## config.mk

```make
export PLATFORM = sky130hd
export DESIGN_NAME = sw_pattern_sequencer
export DESIGN_NICKNAME = d
export VERILOG_FILES = /design/src/rtl/sw_seq_pkg.sv /design/src/rtl/sw_pattern_sequencer_dwell_timer.sv /design/src/rtl/sw_pattern_sequencer.sv
export SDC_FILE = /design/constraint.sdc
export NUM_CORES = 1
export LEC_CHECK = 0
export BUFFER_PORTS_ARGS = -buffer_cell sky130_fd_sc_hd__clkbuf_2
export CORE_MARGIN = 2
export CORE_UTILIZATION = 40
export CTS_CLUSTER_SIZE = 12
export DETAILED_ROUTE_END_ITERATION = 8
export GPL_TIMING_DRIVEN = 0
export SYNTH_ARGS = -nofsm -noshare
export SYNTH_HDL_FRONTEND = slang
export SYNTH_SLANG_ARGS = --single-unit
```

## constraint.sdc

```tcl
create_clock -name iCLK_50 -period 4.3 [get_ports iCLK_50]
set_input_delay 0.43 -clock iCLK_50 [delete_from_list [all_inputs] [get_ports iCLK_50]]
set_output_delay 0.43 -clock iCLK_50 [all_outputs]
set_load 0.005 [all_outputs]
```

## src/rtl/sw_seq_pkg.sv

```systemverilog
// Shared types and pattern helpers for the switch pattern sequencer.
// pat_of/last_of work on up to 16-bit patterns; callers truncate to their width.
package sw_seq_pkg;

   typedef enum logic [1:0] {
      MODE_BIN_UP = 2'd0,
      MODE_BIN_DN = 2'd1,
      MODE_WALK1  = 2'd2,
      MODE_GRAY   = 2'd3
   } mode_e;

   typedef enum logic [1:0] {
      S_IDLE = 2'd0,
      S_RUN  = 2'd1,
      S_DONE = 2'd2
   } state_e;

   localparam int MAX_WIDTH = 16;

   function automatic logic [15:0] pat_of(input mode_e mode, input logic [15:0] k, input int width);
      logic [15:0] allOnes;
      logic [15:0] pat;
      allOnes = 16'((17'd1 << width) - 17'd1);
      case (mode)
         MODE_BIN_UP: pat = k;
         MODE_BIN_DN: pat = allOnes - k;
         MODE_WALK1:  pat = 16'd1 << k;
         MODE_GRAY:   pat = k ^ (k >> 1);
         default:     pat = 16'd0;
      endcase
      return pat;
   endfunction

   // Index of the final step: one per bit for walking one, full code space otherwise.
   function automatic logic [15:0] last_of(input mode_e mode, input int width);
      logic [15:0] last;
      case (mode)
         MODE_WALK1: last = 16'(width - 1);
         default:    last = 16'((17'd1 << width) - 17'd1);
      endcase
      return last;
   endfunction

endpackage

```

## src/rtl/sw_pattern_sequencer_dwell_timer.sv

```systemverilog
// Dwell timer: counts 0..DWELL-1 while enabled and flags the final cycle of each dwell.
module dwell_timer
   import sw_seq_pkg::*;
#(
   parameter int DWELL = 10
)
(
   input  logic iCLK_50,
   input  logic iRST_N,
   input  logic iEN,
   input  logic iCLR,
   output logic oTICK
);

   localparam int CW = (DWELL > 1) ? $clog2(DWELL) : 1;
   localparam logic [CW-1:0] LAST_CNT = CW'(DWELL - 1);

   logic [CW-1:0] cntR;

   // Dwell counter; clear has priority so a new run always starts from zero.
   always_ff @(posedge iCLK_50 or negedge iRST_N) begin
      if (!iRST_N) begin
         cntR <= {CW{1'b0}};
      end else if (iCLR) begin
         cntR <= {CW{1'b0}};
      end else if (iEN) begin
         if (cntR == LAST_CNT) begin
            cntR <= {CW{1'b0}};
         end else begin
            cntR <= cntR + CW'(1);
         end
      end else begin
         cntR <= cntR;
      end
   end

   assign oTICK = iEN && (cntR == LAST_CNT);

endmodule

```

## src/rtl/sw_pattern_sequencer.sv

```systemverilog
// Switch pattern sequencer: steps through binary/Gray/walking-one patterns, each held
// for DWELL clocks, with start/abort/loop control and a one-cycle completion pulse.
module sw_pattern_sequencer
   import sw_seq_pkg::*;
#(
   parameter int WIDTH = 3,
   parameter int DWELL = 10
)
(
   input  logic             iCLK_50,
   input  logic             iRST_N,
   input  logic             iSTART,
   input  logic             iABORT,
   input  logic [1:0]       iMODE,
   input  logic             iLOOP,
   output logic [WIDTH-1:0] oPAT,
   output logic [WIDTH-1:0] oSTEP,
   output logic             oBUSY,
   output logic             oDONE
);

   state_e           stateR;
   state_e           nextStateS;
   mode_e            modeR;
   mode_e            modeNextS;
   logic [WIDTH-1:0] stepR;
   logic [WIDTH-1:0] stepNextS;
   logic [WIDTH-1:0] lastS;
   logic             tickS;
   logic             timerEnS;
   logic [WIDTH-1:0] patNextS;
   logic [WIDTH-1:0] stepOutNextS;
   logic             busyNextS;
   logic             doneNextS;

   // An abort stops the dwell count at once so the next run starts clean.
   assign timerEnS = (stateR == S_RUN) && !iABORT;
   assign lastS    = WIDTH'(last_of(modeR, WIDTH));

   dwell_timer #(
      .DWELL(DWELL)
   ) uDwell (
      .iCLK_50(iCLK_50),
      .iRST_N (iRST_N),
      .iEN    (timerEnS),
      .iCLR   (!timerEnS),
      .oTICK  (tickS)
   );

   // State, step, latched mode and the registered outputs.
   always_ff @(posedge iCLK_50 or negedge iRST_N) begin
      if (!iRST_N) begin
         stateR <= S_IDLE;
         modeR  <= MODE_BIN_UP;
         stepR  <= {WIDTH{1'b0}};
         oPAT   <= {WIDTH{1'b0}};
         oSTEP  <= {WIDTH{1'b0}};
         oBUSY  <= 1'b0;
         oDONE  <= 1'b0;
      end else begin
         stateR <= nextStateS;
         modeR  <= modeNextS;
         stepR  <= stepNextS;
         oPAT   <= patNextS;
         oSTEP  <= stepOutNextS;
         oBUSY  <= busyNextS;
         oDONE  <= doneNextS;
      end
   end

   // Next state, step index and mode latch.
   always_comb begin
      nextStateS = stateR;
      stepNextS  = stepR;
      modeNextS  = modeR;
      case (stateR)
         S_IDLE: begin
            stepNextS = {WIDTH{1'b0}};
            if (iSTART && !iABORT) begin
               nextStateS = S_RUN;
               modeNextS  = mode_e'(iMODE);
            end else begin
               nextStateS = S_IDLE;
            end
         end
         S_RUN: begin
            if (iABORT) begin
               nextStateS = S_IDLE;
               stepNextS  = {WIDTH{1'b0}};
            end else if (tickS) begin
               if (stepR == lastS) begin
                  stepNextS = {WIDTH{1'b0}};
                  if (iLOOP) begin
                     nextStateS = S_RUN;
                  end else begin
                     nextStateS = S_DONE;
                  end
               end else begin
                  stepNextS  = stepR + WIDTH'(1);
                  nextStateS = S_RUN;
               end
            end else begin
               nextStateS = S_RUN;
            end
         end
         S_DONE: begin
            nextStateS = S_IDLE;
            stepNextS  = {WIDTH{1'b0}};
         end
         default: begin
            nextStateS = S_IDLE;
            stepNextS  = {WIDTH{1'b0}};
         end
      endcase
   end

   // Output values for the coming cycle, decoded from the next state so they register with it.
   always_comb begin
      patNextS     = {WIDTH{1'b0}};
      stepOutNextS = {WIDTH{1'b0}};
      busyNextS    = 1'b0;
      doneNextS    = 1'b0;
      case (nextStateS)
         S_RUN: begin
            patNextS     = WIDTH'(pat_of(modeNextS, 16'(stepNextS), WIDTH));
            stepOutNextS = stepNextS;
            busyNextS    = 1'b1;
         end
         S_DONE: begin
            doneNextS = 1'b1;
         end
         default: begin
            busyNextS = 1'b0;
            doneNextS = 1'b0;
         end
      endcase
   end

endmodule

```

==> key figures, run 1 <==
Status
  – Status: completed

Layout
  – Nets: roughly 120
  – Layout cells sized above 1: a little over a quarter
  – Antenna cell count: 0
  – FF/Latch Area: ~480 µm²
  – Final instance count without filler cells: 140
  – Total of fill cells in the finished design: 233
  – Area of the multi-input gates: between 400 and 500 µm²
  – Area Overhead vs Synth: 13.7%
  – Most frequent cells in the layout: dfrtp_1 (19), clkbuf_2 (14), nor2_1 (11), inv_1 (11), nand2_1 (9)
  – Leading cell type in the layout, fill and taps excluded: dfrtp_1

Synth
  – Simple-gate share of the synthesized area: ~22%
  – Unique cell type count in the Yosys netlist: 33
  – Area of the mapped netlist: a little under 1000 µm²
  – EDFF count, synth: 0
  – Most area-hungry cell type in the Yosys netlist: dfrtp_1
  – Synth warn: 0
  – Compound-Gate Fraction of Synth Area: a little under an eighth
  – Post-synthesis async set-or-reset flop share: 100%
  – Main synth FF type: dfrtp_1
  – Synth Area in Adders: around 6.3%
  – Largest family of logic cells by synthesized area: simple AND/OR/NAND/NOR gates
  – XOR/XNOR Fraction of Synth Area: 2.66%
  – Synth area leaders: dfrtp_1 (48%), ha_1 (6.3%), inv_1 (4.2%)
  – Sequential area share after synthesis: between 40% and 50%
  – Top-area cell type share of the netlist area: between 40% and 50%
  – Synthesized net count: around 100
  – Syn_area_per_cell: 10.7 µm²
  – Post-Syn Instances: just over 90
  – Register bit total from synthesis: 19
  – Post-synthesis mux area share: around 4.4%

Critical path
  – Largest stage delay, worst path: a little over 400 ps
  – Crit end category: flip-flop
  – Terminus of the critical flop-to-flop path: oPAT[0]
  – Reg-to-reg slack, setup: 2180 ps
  – Reg2reg path depth: 11
  – Crit path launch type: flip-flop
  – Reg2reg start: uDwell.cntR[1]
  – Crit-path cells: inv_1 > ha_1 > nand3b_4 > mux2i_1 > a31oi_1 > nand2_1 > inv_1 > ha_1 > o22ai_1 > a21oi_1 > a21oi_1
  – Path type of the worst setup path: flip-flop to flip-flop
  – WP data arrival: 2350 ps
  – Slowest-stage cell, CP: dfrtp_1
  – Worst path required time: around 4500 ps
  – Crit Path Max Fanout: 7

Floorplan
  – Core area: 2410 µm²
  – Die area: slightly below 3000 µm²
  – Starting density of the core: 41.0%
  – Die height: between 50 and 60 µm
  – Die W: ~54 µm
  – Io pins: 15
  – Std cell rows: 18

Timing
  – Clk_skew: ~1.7 ps
  – Setup tns final: 0 ps
  – Setup violators final: 0
  – Period utilisation layout: 49.4%
  – Final hold vios: 0
  – Fin crit period: between 2000 and 2500 ps
  – Max-slew violation count: 0
  – Fmax: about 470 MHz
  – Worst Tran Pin Value: 462 ps
  – RSZ-0062 raised after global routing: no
  – Minimum hold slack: 58.2 ps
  – Worst slew margin: a little under 70%

Pwr
  – Leakage power: between 0.6 and 0.7 nW
  – Sequential Power Share: 56.0%
  – Cell-internal power: 247 µW
  – Power per Cell Area: 308 nW/µm²
  – Switching part of the total: between 20 and 30%
  – Logic pwr share: around 18%
  – Clock share of power: 26.2%
  – VDD IR max: approximately 0.21 mV
  – Psw: 98.2 µW

Detailed routing
  – Iteration-0 DRC Markers: 6
  – Post-route ant nets: 0
  – Vias per cell: around 5
  – Routed wire per std cell: 13.0 µm
  – TritonRoute pass-1 iters: 4
  – # DRC: 0
  – Final wirelength: about 1800 µm
  – DR vias: 709

Global routing
  – Total gr overflow: 0
  – Pin count of the biggest net entering global routing: 20
  – First-pass GRT wire length: slightly below 3000 µm
  – Total track usage: between 10 and 15%
  – Vias in the first global route: about 650
  – Initial antenna violation count: 0

Clocking
  – Max clock buf depth: 2
  – Worst-path clk slew: ~110 ps
  – Post_cts resized: 0
  – CTS tree: built
  – Clock Sinks: 19
  – Clk Latency, worst-skew pair: 300 ps
  – Setup Buffers After CTS: 0
  – CTS Buf Count: 3
  – Htree depth: 1
  – CTS root buffer: clkbuf_4
  – Hold buffers post-CTS: 0

Run
  – MaxCap Viol Count: 0

Worst hold path
  – Hold Path Class: input pin to async pin

Placed design
  – Placer congestion estimate: ~0.74
  – I/O Buffers: 14
  – Hpwl dp: around 1400 µm
  – Cells after DPL: roughly 140
==> power groups by stage <==
stage                     Clock [mW]  Sequential [mW]  Combinational (mW)
after CTS                     0.0946            0.194              0.0623
after global placement             0            0.197              0.0599
after global routing           0.104            0.195              0.0694
after floorplan                    0            0.196              0.0429
final                         0.0903            0.193              0.0616
after detailed placement           0            0.197              0.0614
==> worst max-delay path by stage <==
| stage | to | cells past startpoint | slack [ps] | start |
|---|---|---|---|---|
| final | oPAT[0] | 11 | 2180 | uDwell.cntR[1] |
| after floorplan | oPAT[1] | 10 | 2410 | uDwell.cntR[1] |
| after global routing | oPAT[0] | 11 | 1980 | uDwell.cntR[1] |
| after CTS | oPAT[0] | 11 | 2170 | uDwell.cntR[1] |
| after detailed placement | oPAT[2] | 7 | 2150 | iABORT |
| after global placement | oPAT[2] | 7 | 2170 | iABORT |
==> per-layer routing <==
metal	up-vias	share of wire, %	GRT usage [%]
li1	350	-	-
met1	346	47	18.4
met2	11	49	23.4
met3	2	2.8	2.50
met4	0	1.4	7.69
met5	-	0	0
==> synthesized netlist by cell type (2+ instances only) <==
| library cell | n |
|---|---|
| inv_1 | 11 |
| nor4_1 | 3 |
| a21oi_1 | 4 |
| dfrtp_1 | 19 |
| o21ai_0 | 2 |
| nand2_1 | 9 |
| nor2_1 | 11 |
| mux2i_1 | 3 |
| xor2_1 | 2 |
| ha_1 | 5 |
==> per-stage QoR <==
step | power (mW) | setup WS [ps] | utilization (%) | area [µm²]
3_3_place_gp | 0.256 | 2170 | 45.4 | 1090
2_1_floorplan | 0.239 | 2410 | - | 987
3_5_place_dp | 0.258 | 2150 | 45.4 | 1090
6_report | 0.345 | 2180 | 46.6 | 1120
5_1_grt | 0.368 | 1980 | 46.6 | 1120
4_1_cts | 0.350 | 2170 | 46.6 | 1120
==> final cells by class <==
class / instances / share of cell area [%]
flip-flops and latches: 19 / 42.4
multi-input cells: 60 / 41.2
repair buffers: 14 / 6.24
inverters: 13 / 4.35
well taps: 30 / 3.34
clock buffers: 3 / 2.01
clock inverters: 1 / 0.446
==> registers in the layout, summed over array words and instances (netlist names) <==
register	cells
uDwell.cntR	4
oPAT	3
oSTEP	3
stepR	3
modeR	2
stateR	2
oBUSY	1
oDONE	1
==> critical path, delay by kind of cell (launching register included) <==
| family | cells | cell delay [ps] |
|---|---|---|
| and+or+nand+nor | 2 | 350 |
| DFF | 1 | 410 |
| adders and majority gates | 2 | 430 |
| AOI/OAI and AO/OA | 4 | 530 |
| buffers and inverters | 2 | 190 |
| muxes | 1 | 140 |
==> kinds of logic after synthesis <==
logic type               count (synthesis)
multiplexers                             4
AND/OR/NAND/NOR                         34
AO/OA/AOI/OAI                           14
adder cells (fa/ha/maj)                  5
buffers and inverters                   13
flip-flops                              19
XOR/XNOR                                 3
Note: power is estimated with default switching activity, not from simulation.
==> run 2, diff against run 1 <==
--- a/config.mk
+++ b/config.mk
@@ -5,6 +5,7 @@
 export SDC_FILE = /design/constraint.sdc
 export NUM_CORES = 1
 export LEC_CHECK = 0
+export ABC_AREA = 1
 export BUFFER_PORTS_ARGS = -buffer_cell sky130_fd_sc_hd__clkbuf_2
 export CORE_MARGIN = 2
 export CORE_UTILIZATION = 40
==> constraint.sdc (replaced) <==
create_clock -name iCLK_50 -period 2.2 [get_ports iCLK_50]
set_input_delay 0.22 -clock iCLK_50 [delete_from_list [all_inputs] [get_ports iCLK_50]]
set_output_delay 0.22 -clock iCLK_50 [all_outputs]
set_load 0.005 [all_outputs]
==> run 2 against run 1 <==
Sequential share of layout area is 2.3 points lower; fmax is 3.6% higher; highest routed layer unchanged; critical endpoint unchanged; register-to-register slack worse by 2000 ps; combinational power is 110% higher; first-iteration DRC count is 17% higher; synthesized cell count is 26% higher; largest power group unchanged; routed wire length is 4.4% higher; global-route usage is 0.47 points higher; via count is 12% higher; power is 99% higher; clock power is 96% higher; worst hold slack better by 66 ps.
==> key figures, run 2 <==
Placed design
  – Cells after DPL: between 150 and 200
  – I/O Buffers: 14
  – Placer congestion estimate: around 0.86
  – Hpwl dp: ~1400 µm

Global routing
  – First-pass GRT wire length: ~3100 µm
  – Total track usage: approximately 15%
  – Initial antenna violation count: 0
  – Total gr overflow: 0
  – Pin count of the biggest net entering global routing: 20
  – Vias in the first global route: 740

Critical path
  – Path type of the worst setup path: flip-flop to flip-flop
  – Reg-to-reg slack, setup: 150 ps
  – Crit path from: uDwell.cntR[1]
  – Reg2reg start: uDwell.cntR[1]
  – Worst Setup EP: oPAT[0]
  – Crit Path Max Fanout: 5
  – WP data arrival: 2280 ps
  – Crit path launch type: flip-flop
  – Terminus of the critical flop-to-flop path: oPAT[0]
  – Reg2reg path depth: 13
  – Worst path required time: ~2400 ps
  – Crit end category: flip-flop

Run
  – MaxCap Viol Count: 0

Layout
  – FF/Latch Area: 475 µm²
  – Final instance count without filler cells: 167
  – Total of fill cells in the finished design: approximately 250
  – Max reg flops: 4
  – Antenna cell count: 0
  – Nets: 150
  – Area Overhead vs Synth: 17.9%
  – Largest Register: uDwell.cntR
  – Layout cells sized above 1: 30.7%
  – Leading cell type in the layout, fill and taps excluded: nand2_1
  – Area of the multi-input gates: approximately 480 µm²
  – Most frequent cells in the layout: nand2_1 (23), dfrtp_1 (19), inv_1 (17)

Synth
  – Post-Syn Instances: roughly 120
  – Synth warn: 0
  – Post-synthesis async set-or-reset flop share: 100%
  – Register bit total from synthesis: 19
  – Sequential area share after synthesis: ~47%
  – Post-synth top cells: nand2_1 (24), dfrtp_1 (19), inv_1 (17)
  – EDFF count, synth: 0
  – Synth area leaders: dfrtp_1 (47%), nand2_1 (9.0%), inv_1 (6.3%)
  – Most frequent cell after synthesis: nand2_1
  – Synthesized net count: 128
  – Main synth FF type: dfrtp_1
  – Syn_area_per_cell: ~8.7 µm²
  – Top-area cell type share of the netlist area: a little under half
  – Most area-hungry cell type in the Yosys netlist: dfrtp_1
  – Area of the mapped netlist: between 1000 and 1500 µm²
  – Unique cell type count in the Yosys netlist: 21

Detailed routing
  – Post-route ant nets: 0
  – # DRC: 0
  – Final wirelength: around 1900 µm
  – Vias per cell: between 4 and 5
  – TritonRoute pass-1 iters: 4
  – Routed wire per std cell: 11.4 µm
  – DR vias: slightly below 800
  – Iteration-0 DRC Markers: 7

Pwr
  – Pwr Total: slightly below 700 µW
  – Power per Cell Area: between 500 and 600 nW/µm²
  – VDD IR max: 0.293 mV
  – Leakage power: ~0.64 nW

Timing
  – Max-slew violation count: 0
  – Fmax: 488 MHz
  – Final hold vios: 0
  – Worst slew margin: around 68%
  – Setup tns final: 0 ps
  – Clk_skew: approximately 7.4 ps
  – Fin crit period: 2050 ps
  – Worst Tran Pin Value: 484 ps
  – Period utilisation layout: between 90% and 100%
  – Setup violators final: 0

Clocking
  – CTS Buf Count: 3
  – CTS tree: built
  – Clk Latency, worst-skew pair: around 300 ps
  – Clock Sinks: 19
  – CTS root buffer: clkbuf_4
  – Max clock buf depth: 2
  – Htree depth: 1
  – Worst-path clk slew: 110 ps

Floorplan
  – Starting density of the core: about two fifths
  – Die height: between 50 and 60 µm
  – Die area: 2930 µm²
  – Std cell rows: 18
  – Core area: roughly 2400 µm²
  – Io pins: 15
  – Die W: ~54 µm

Status
  – Status: completed

Worst hold path
  – Hold Path Class: input pin to flip-flop
==> run 2: final cells by class <==
| class | count | area share, % |
|---|---|---|
| well taps | 30 | 3.16 |
| repair buffers | 17 | 8.02 |
| inverters | 18 | 5.70 |
| flip-flops and latches | 19 | 40.1 |
| clock buffers | 4 | 2.22 |
| multi-input cells | 79 | 40.8 |
==> run 2: report_power, final <==
| part | switching [mW] | internal, mW |
|---|---|---|
| sequential | 0.00936 | 0.369 |
| clock | 0.106 | 0.0706 |
| combinational | 0.0848 | 0.0465 |
==> run 2: logic make-up after synthesis <==
family          after synthesis  share of synthesized area [%]
xor+xnor                      2                           1.74
fa+ha+maj                     5                           6.22
compound gates               14                           8.21
simple gates                 58                           29.9
flops                        19                           47.3
buf+inv                      18                           6.72
==> run 2: how the worst min path moves through the flow <==
stage / end / cells past startpoint / from / slack, ps
after floorplan: modeR[0] / 0 / iRST_N / -80
after global placement: uDwell.cntR[3] / 1 / iRST_N / 190
after detailed placement: oSTEP[0] / 1 / iRST_N / 200
after CTS: stateR[1] / 2 / iLOOP / 120
after global routing: oDONE / 2 / iLOOP / 110
final: oDONE / 2 / iLOOP / 120
==> run 2: metal layers <==
| layer | track usage, % | part of all wire [%] | routed length, µm |
|---|---|---|---|
| met5 | 0 | 0 | 0 |
| met4 | 7.08 | 1.7 | 33 |
| met3 | 3.33 | 2.6 | 49 |
| met2 | 23.5 | 47 | 897 |
| met1 | 19.4 | 48 | 923 |
==> run 2: critical path, stage by stage (launching register included) <==
cell	delay (ps)
dfrtp_1	410
inv_1	70
ha_2	180
nand2_2	70
nor2_4	170
nand2_4	70
nand2_1	60
o21ai_1	80
nor2_2	240
inv_1	70
ha_1	300
o21ai_2	100
inv_1	60
a21oi_2	130
==> run 2: per-stage QoR <==
stage          utilization, %  hold WS (ps)  area, µm²  worst slack (ps)
2_1_floorplan               -         -75.6       1010               330
3_3_place_gp             45.8           193       1110               163
3_5_place_dp             45.8           200       1110               106
4_1_cts                  47.3           121       1150              96.5
5_1_grt                  48.8           107       1190             -17.4
6_report                 48.8           125       1190               150
==> run 2: repair_timing <==
item / 4_1_cts / 5_1_grt
hold endpoints to repair: 19 / 0
hold buffers: 1 / 0
buffers inserted: 0 / 3
resized for setup: 0 / 7
endpoints found under the setup margin: 0 / 1
==> run 3, diff against run 2 <==
--- a/config.mk
+++ b/config.mk
@@ -12,6 +12,8 @@
 export CTS_CLUSTER_SIZE = 12
 export DETAILED_ROUTE_END_ITERATION = 8
 export GPL_TIMING_DRIVEN = 0
+export RECOVER_POWER = 50
 export SYNTH_ARGS = -nofsm -noshare
 export SYNTH_HDL_FRONTEND = slang
 export SYNTH_SLANG_ARGS = --single-unit
+export TNS_END_PERCENT = 1
==> run 3 against run 2 <==
Clock-buffer cell count stayed put; critical path depth stayed put; final cell count stayed put; via count is 0.13% lower; worst setup slack hardly changed; die area stayed put; power is 0.12% lower; fmax hardly changed; sequential power hardly changed; clock skew hardly changed; critical endpoint unchanged; core utilization is 0.15 points lower.
==> key figures, run 3 (synthesis gave the netlist of run 2 again) <==
Clocking
  – Worst-path clk slew: 110 ps
  – Clock Sinks: 19
  – Clk Latency, worst-skew pair: approximately 300 ps
  – Htree depth: 1
  – CTS Buf Count: 3
  – CTS tree: built
  – Max clock buf depth: 2
  – CTS root buffer: clkbuf_4

Floorplan
  – Die W: between 50 and 60 µm
  – Core area: between 2000 and 2500 µm²
  – Starting density of the core: between 40% and 50%
  – Std cell rows: 18
  – Io pins: 15
  – Die height: 54.2 µm
  – Die area: a little under 3000 µm²

Detailed routing
  – Routed wire per std cell: 11.4 µm
  – DR vias: a little under 800
  – Post-route ant nets: 0
  – TritonRoute pass-1 iters: 4
  – Vias per cell: between 4 and 5
  – Iteration-0 DRC Markers: 7
  – # DRC: 0
  – Final wirelength: about 1900 µm

Critical path
  – Crit Path Max Fanout: 5
  – Worst path required time: 2430 ps
  – Crit path launch type: flip-flop
  – Crit end category: flip-flop
  – Reg-to-reg slack, setup: 150 ps
  – Path type of the worst setup path: flip-flop to flip-flop
  – Most frequent CP cell: inv_1
  – Crit path max-delay family: simple AND/OR/NAND/NOR gates
  – WP data arrival: ~2300 ps
  – Crit-path cells: inv_1 > ha_2 > nand2_2 > nor2_4 > nand2_4 > nand2_1 > o21ai_1 > nor2_2 > inv_1 > ha_1 > o21ai_2 > inv_1 > a21oi_2
  – Slowest-stage cell, CP: dfrtp_1
  – Worst path bufs/invs: 3
  – Largest stage delay, worst path: between 400 and 500 ps

Pwr
  – VDD IR max: between 0.2 and 0.3 mV
  – Power per Cell Area: 580 nW/µm²
  – Sequential Power Share: between 50% and 60%
  – Switching part of the total: 29.2%
  – Logic pwr share: between 10% and 20%
  – Pwr Total: ~690 µW
  – Leakage power: around 0.63 nW
  – Cell-internal power: 486 µW
  – Clock share of power: between 20% and 30%
  – Psw: 200 µW

Timing
  – Worst Tran Pin Value: approximately 1000 ps
  – Fmax: roughly 490 MHz
  – Max-slew violation count: 0
  – Period utilisation layout: 93.2%
  – Setup tns final: 0 ps
  – Clk_skew: about 7.4 ps
  – Final hold vios: 0
  – Setup violators final: 0
  – Worst slew margin: 30.6%
  – Fin crit period: 2050 ps

Layout
  – Final instance area: between 1000 and 1500 µm²
  – Antenna cell count: 0
  – Leading cell type in the layout, fill and taps excluded: nand2_1
  – Most frequent cells in the layout: nand2_1 (23), dfrtp_1 (19), inv_1 (17)
  – Nets: 150
  – Max reg flops: 4
  – Area Overhead vs Synth: 17.5%
  – Largest Register: uDwell.cntR
  – Layout cells sized above 1: 28.5%

Global routing
  – Initial antenna violation count: 0
  – First-pass GRT wire length: ~3100 µm
  – Vias in the first global route: 740
  – Total track usage: roughly 15%
  – Total gr overflow: 0
  – Pin count of the biggest net entering global routing: 20

Status
  – Status: completed

Placed design
  – Placer congestion estimate: 0.858
  – DP Area: ~1100 µm²
  – I/O Buffers: 14
  – Hpwl dp: about 1400 µm

Run
  – MaxCap Viol Count: 0

Worst hold path
  – Hold Path Class: input pin to flip-flop
==> run 3: worst paths after layout <==
check | cells after the start | to | startpoint
max | 13 | oPAT[0] | uDwell.cntR[1]
max reg2reg | 13 | oPAT[0] | uDwell.cntR[1]
max in group asynchronous | 2 | stepR[2] | iRST_N
min | 2 | oDONE | iLOOP
min in group asynchronous | 2 | oBUSY | iRST_N
min reg2reg | 1 | uDwell.cntR[0] | uDwell.cntR[0]
==> run 3: through the flow <==
step	util, %	cells	hold WS [ps]	worst slack [ps]
4_1_cts	47.3	165	121	96.5
3_5_place_dp	45.8	160	200	106
6_report	48.6	167	125	150
5_1_grt	48.6	167	107	-17.4
3_3_place_gp	45.8	160	193	163
2_1_floorplan	-	116	-75.6	330
==> run 3: worst register-to-register path: cells and delay by family, from the launching register on <==
family | cells | cell delay, ps
buf+inv | 3 | 200
flops | 1 | 410
compound gates | 3 | 310
simple gates | 5 | 610
fa+ha+maj | 2 | 480
==> run 3: area by class of cell <==
type                            instances  area [µm²]
Timing Repair Buffer                   17        91.3
Inverter                               18        67.6
Multi-Input combinational cell         79         484
Sequential cell                        19         475
Tap cell                               30        37.5
Fill cell                             251        1250
Clock buffer                            4        26.3
==> run 3: timing repair <==
action / in CTS / in global routing
gates resized for setup: 0 / 7
setup buffers: 0 / 3
endpoints found under the hold margin: 19 / 0
setup endpoints to repair: 0 / 1
hold buffers: 1 / 0
==> run 3: layer usage <==
metal / global-route usage (%) / share of wire [%]
met1: 19.4 / 48
met2: 23.5 / 47
met3: 3.33 / 2.6
met4: 7.08 / 1.7
met5: 0 / 0
==> run 3: power by group through the flow <==
stage | clock network [mW] | logic, mW | registers, mW
6_report | 0.177 | 0.130 | 0.379
5_1_grt | 0.203 | 0.152 | 0.382
4_1_cts | 0.187 | 0.129 | 0.379
3_5_place_dp | 0 | 0.126 | 0.386
3_3_place_gp | 0 | 0.123 | 0.385
2_1_floorplan | 0 | 0.0832 | 0.386
